### config.mk
export PLATFORM = sky130hd
export DESIGN_NAME = fifo_drain
export DESIGN_NICKNAME = d
export VERILOG_FILES = /design/src/rtl/fifo_drain.sv
export SDC_FILE = /design/constraint.sdc
export NUM_CORES = 1
export LEC_CHECK = 0
export CAP_MARGIN = 20
export CORE_UTILIZATION = 45
export CTS_CLUSTER_DIAMETER = 120
export CTS_CLUSTER_SIZE = 40
export DETAILED_ROUTE_END_ITERATION = 10
export PLACE_DENSITY = 0.78
export SLEW_MARGIN = 5
export SYNTH_ARGS = -nofsm -noshare
export SYNTH_HDL_FRONTEND = slang
export SYNTH_SLANG_ARGS = --single-unit
### constraint.sdc
create_clock -name clk -period 6.49 [get_ports clk]
set_input_delay 0.9735 -clock clk [delete_from_list [all_inputs] [get_ports clk]]
set_output_delay 0.9735 -clock clk [all_outputs]
set_load 0.05 [all_outputs]
### src/rtl/fifo_drain.sv
// Drains an upstream synchronous FIFO into a 2-entry valid/ready output buffer.
// Optional transfer counter on xfer_cnt when FIFO_DRAIN_CNT_EN is defined.
module fifo_drain #(
  parameter int FIFO_WIDTH = 16
) (
  input  logic                  clk,
  input  logic                  rst_n,
  output logic                  fifo_rd_en,
  input  logic [FIFO_WIDTH-1:0] fifo_data_out,
  input  logic                  fifo_empty,
  input  logic                  fifo_underflow,
  output logic                  m_valid,
  output logic [FIFO_WIDTH-1:0] m_data,
  input  logic                  m_ready,
`ifdef FIFO_DRAIN_CNT_EN
  output logic [15:0]           xfer_cnt,
`endif
  output logic                  rd_err
);

  typedef enum logic [1:0] {
    EMPTY = 2'd0,
    ONE   = 2'd1,
    TWO   = 2'd2
  } occ_t;

  occ_t                  occ_q, occ_d;
  logic                  inflight_q;
  logic                  started_q;
  logic                  err_q;
  logic [FIFO_WIDTH-1:0] head_q, tail_q;
  logic                  push, pop;
  logic [2:0]            level;

  assign push    = inflight_q;
  assign pop     = m_valid && m_ready;
  assign m_valid = (occ_q != EMPTY);
  assign m_data  = head_q;
  assign rd_err  = err_q;

  // Occupancy after this cycle, counting the word already in flight.
  always_comb begin
    level      = {1'b0, occ_q} + {2'b00, push} - {2'b00, pop};
    fifo_rd_en = started_q && !fifo_empty && (level < 3'd2);
  end

  always_comb begin
    occ_d = occ_q;
    case (occ_q)
      EMPTY:   if (push) occ_d = ONE;
      ONE: begin
        if (push && !pop)      occ_d = TWO;
        else if (pop && !push) occ_d = EMPTY;
      end
      TWO:     if (pop) occ_d = ONE;
      default: occ_d = EMPTY;
    endcase
  end

  always_ff @(posedge clk or negedge rst_n) begin
    if (!rst_n) begin
      occ_q      <= EMPTY;
      inflight_q <= 1'b0;
      started_q  <= 1'b0;
      err_q      <= 1'b0;
    end else begin
      occ_q      <= occ_d;
      inflight_q <= fifo_rd_en;
      started_q  <= 1'b1;
      if (push && fifo_underflow) err_q <= 1'b1;
    end
  end

  // Head is always the oldest word; a pop shifts tail forward.
  always_ff @(posedge clk or negedge rst_n) begin
    if (!rst_n) begin
      head_q <= '0;
      tail_q <= '0;
    end else if (push && pop) begin
      if (occ_q == ONE) begin
        head_q <= fifo_data_out;
      end else begin
        head_q <= tail_q;
        tail_q <= fifo_data_out;
      end
    end else if (push) begin
      if (occ_q == EMPTY) head_q <= fifo_data_out;
      else                tail_q <= fifo_data_out;
    end else if (pop) begin
      head_q <= tail_q;
    end
  end

`ifdef FIFO_DRAIN_CNT_EN
  always_ff @(posedge clk or negedge rst_n) begin
    if (!rst_n)   xfer_cnt <= 16'h0000;
    else if (pop) xfer_cnt <= xfer_cnt + 16'h0001;
  end
`endif

endmodule

After elaboration in Yosys (flattened, before gate mapping) --
Index checks and enable logic that the tools add are counted.
Operators by class: add/subtract/negate cells 2, order comparisons 1, reduce and logical (&&, ||, !) cells 17, mux-type cells 14, equality and inequality tests 8
Operators by type and width (count):
- $mux W16 | 9
- $mux W2 | 4
- $ne A2 B2 Y1 const B | 4
- $logic_and A1 B1 Y1 | 7
- $pmux W2 S3 | 1
- $reduce_and A3 Y1 | 2
- $reduce_bool A2 Y1 | 2
- $add A2 B1 Y3 | 1
- $logic_not A1 Y1 | 3
- $lt A3 B2 Y1 const B | 1
- $ne A3 B1 Y1 const B | 1
- $ne A3 B3 Y1 const B | 1
- $reduce_bool A3 Y1 | 1
- $sub A3 B1 Y3 | 1
- $eq A2 B1 Y1 const B | 1
- $eq A2 B2 Y1 const B | 1
- $logic_not A2 Y1 | 1
- $reduce_and A2 Y1 | 1
Word-level totals: bits in registers 37

Logic depth before layout (Yosys ltp) --
depth in word-level cells 6, gate-level depth with buffers 9, depth with buffers taken out 7

Worst setup path after synthesis --
OpenSTA, ideal clock, no wires.
kind reg2out, from reg occ_q[1], to out fifo_rd_en, stages on the path, launching flop included 10, data required time 5516 ps, slack 1923 ps, data arrival time 3594 ps, cell sequence dfrtp_1 > or2_1 > buf_6 > clkbuf_1 > nand2_1 > ha_1 > nand2b_1 > fa_1 > xor2_1 > nor3_1
On the way: word-level cells in the longest chain between the ends 5, elaborated cells on any way between the ends 6, those cells by class 2 x add/sub; 1 x order compare; 3 x reduce/logical
Ends and longest elaborated chain:
- start: declaration | RTL line 27 | occ_t occ_q, occ_d;
- start signal: assignment | RTL line 62 | occ_q <= EMPTY;
- start signal: assignment | RTL line 67 | occ_q <= occ_d;
- $reduce_bool A2 Y1 | RTL line 37 | assign m_valid = (occ_q != EMPTY);
- via m_valid | RTL line 12 | output logic m_valid,
- $logic_and A1 B1 Y1 | RTL line 36 | assign pop = m_valid && m_ready;
- $sub A3 B1 Y3 | RTL line 43 | level = {1'b0, occ_q} + {2'b00, push} - {2'b00, pop};
- $lt A3 B2 Y1 | RTL line 44 | fifo_rd_en = started_q && !fifo_empty && (level < 3'd2);
- $logic_and A1 B1 Y1 | RTL line 44
- end: declaration | RTL line 8 | output logic fifo_rd_en,
The timed path passes the listed nets, and every way through them passes these cells.

Worst setup path after layout --
from in m_ready, to out fifo_rd_en
On the way: word-level cells in the longest chain between the ends 4
Ends and longest elaborated chain:
- start: declaration | RTL line 14 | input logic m_ready,
- $logic_and A1 B1 Y1 | RTL line 36
- $sub A3 B1 Y3 | RTL line 43
- $lt A3 B2 Y1 | RTL line 44
- $logic_and A1 B1 Y1 | RTL line 44
Every way passes these cells.

==> run metrics <==
CP max stage cell clkdlybuf4s50_1; Least-Margin Pin Slew 0.9474 ns; hold path startpoint rd_err; worst hold slack 0.4672 ns; Row Count 22; top cells by area in the synthesized netlist dfrtp_1 (50%), mux2_2 (9.7%), mux2i_1 (9.2%); WHS Path Cells 1; TritonRoute pass-1 iters 4; Core Util, Final 61.82%; worst reg-to-reg path cell count 7; CP Max Fanout 6; IO buf count 39; die span in x 66.15 um; Post-Synthesis Cells 151; vias post-DR 1,439; PostCTS Resize Cnt 0; Area Growth Syn to Fin 26.82%; Tot GR Track Use 21.94%; Pwr per Cell Area 509.1 mW/mm2; CP Capture Type output pin; boundary pin count 40; Synth area leader dfrtp_1; placer congestion estimate 0.7699; outcome finished clean; share of cells above drive strength 1 14.29%; Seq cells post-synth 37; post-synthesis cell type count 25; worst vdd ir 0.2551 mV; initial antenna violation count 0; Slew headroom 36.83%; Leak 1.015 nW; syn_area_per_cell 12.26 um2; worst reg2reg path startpoint occ_q[1]; detailed-placement wirelength estimate 2655 um; CP Data Arrival Time 3.76 ns; asr flop ratio synth 100.0%; first-pass GRT wire length 7093 um; CP peak stage delay 0.85 ns; vias in the first global route 1,471; post-synthesis sequential area ratio 50.00%; # fillers 299; CP Cell Sequence clkdlybuf4s50_1 -> nand2_1 -> ha_1 -> nand2b_1 -> fa_1 -> xor2_1 -> nor3_1 -> clkdlybuf4s50_1; Main synth FF type dfrtp_1; Antenna Cells 0; dpl cell area 0.002238 mm2; setup repair after global routing missed its margin false; fmax 211.2 MHz; hold buffers post-CTS 0; setup TNS 0 ns; H-tree Lvls 2; Clock Path Buffers 2; CTS Sinks 37; Clock Latency Late Sink 0.29 ns; R2R Setup Slk 3.91 ns; largest net degree at the start of global routing 38; worst hold path endpoint rd_err; post-synth top area share 50.00%; Routed Antenna Nets 0; Starting Density 48.75%; core area 0.003799 mm2; Setup Buffers After CTS 0; R2R Path End inflight_q; Final Critical Period 4.735 ns; max-cap check violation count 0; Post-synth EDFFs 0; Clock Tree Root clkbuf_8; final WL 4286 um; post-DR vias/cell 6.072; Req. time, crit path 5.52 ns; clock-pin slew on the worst setup and hold paths 0.07 ns; drt initial violations 126; Post-Syn Area 0.001852 mm2; Critical path buffers and inverters 2; final setup violation count 0; CP startpoint kind primary input; Tcrit/Tclk final 72.96%; cell family contributing the most delay on the critical path buffers and inverters; yosys warns 0; Slew Viols, Final 0; DIE AREA 0.004376 mm2; DR WL/cell 18.08 um; Die Y 66.15 um; GRT Residual Overflow 0; Final Hold Fails 0; Min-Delay Path Class flip-flop to flip-flop; Crit Path Class primary input to output pin; design area 0.002349 mm2; # DRC 0; syn nets 174; CP most frequent cell clkdlybuf4s50_1; CTS tree yes; cts bufs inserted 5; total power 0.001196 W; Final nets 211; Clock Skew 0.008821 ns
## worst max-delay path by stage
stage	from	endpoint	slack (ns)	depth (start not counted)
finish	m_ready	fifo_rd_en	1.75	8
global route	m_ready	fifo_rd_en	1.61	8
CTS	m_ready	fifo_rd_en	1.76	8
detailed placement	m_ready	fifo_rd_en	1.77	8
global placement	m_ready	fifo_rd_en	1.84	8
floorplan	occ_q[1]	fifo_rd_en	1.92	9
## cell usage after synthesis (all sizes together) (2+ instances only)
cell type  count
mux2i         17
a221o         16
inv           18
buf            6
dfrtp         37
mux2          16
nand2b         2
clkbuf         5
nand2          3
nor2b          2
o32ai         17
## flip-flops by register name, summed over array words and instances, names as in the netlist
| register | count |
|---|---|
| occ_q | 2 |
| started_q | 1 |
| rd_err | 1 |
| inflight_q | 1 |
| tail_q | 16 |
| m_data | 16 |
## worst register-to-register path: cells and delay by family, from the launching register on
kind	cells	cell delay, ns
fa+ha+maj	2	0.68
xor+xnor	1	0.15
flops	1	0.91
simple gates	4	0.74
## per-layer routing
layer	share of wire, %	vias to the layer above	global-route usage, %
li1	-	642	-
met1	46	741	29.67
met2	47	50	34.69
met3	5.9	6	6.552
met4	1.0	0	4.787
met5	0	-	0
## cells in the final DEF, fill, tap and decap left out, drive strengths merged
cell type	count
mux2	16
or2	1
inv	18
nor2b	2
a21o	1
o32ai	17
nor3	1
conb	1
clkdlybuf4s50	38
dfrtp	37
clkbuf	6
xor2	1
and2	1
a221o	16
mux2i	17
o22ai	1
clkinv	2
ha	1
o21ai	1
nor2	1
nand2b	2
o21a	1
buf	3
nand2	3
fa	1
## final cells by class
type	instances	area, um2	share of cell area (%)
flip-flops and latches	37	925.9	39.42
multi-input cells	85	792.0	33.72
repair buffers	41	420.4	17.90
clock buffers	6	72.57	3.090
inverters	18	67.56	2.877
well taps	48	60.06	2.557
clock inverters	2	10.01	0.4262
## power by group
part | internal, W | total, W | switching [W]
logic | 0.000272 | 0.000623 | 0.000351
registers | 0.000333 | 0.000417 | 0.0000838
clock network | 0.0000744 | 0.000155 | 0.0000809
total | 0.000680 | 0.00120 | 0.000516
## per-stage QoR
stage | worst slack (ns) | cells
2_1_floorplan | 1.923 | 151
3_3_place_gp | 1.838 | 228
3_5_place_dp | 1.773 | 228
4_1_cts | 1.757 | 236
5_1_grt | 1.608 | 237
6_report | 1.755 | 237
## cell families (layout without fill, tap and decap cells)
kind of cell    Yosys count  in the layout  synth area share [%]
other cells               1              1                0.2025
buf+inv                  29             67                 7.229
compound gates           37             37                 18.31
xor+xnor                  1              1                0.4731
simple gates             11             11                 3.108
fa+ha+maj                 2              2                 1.757
mux                      33             33                 18.92
flops                    37             37                 50.00
Power figures use the tool's default switching activity.
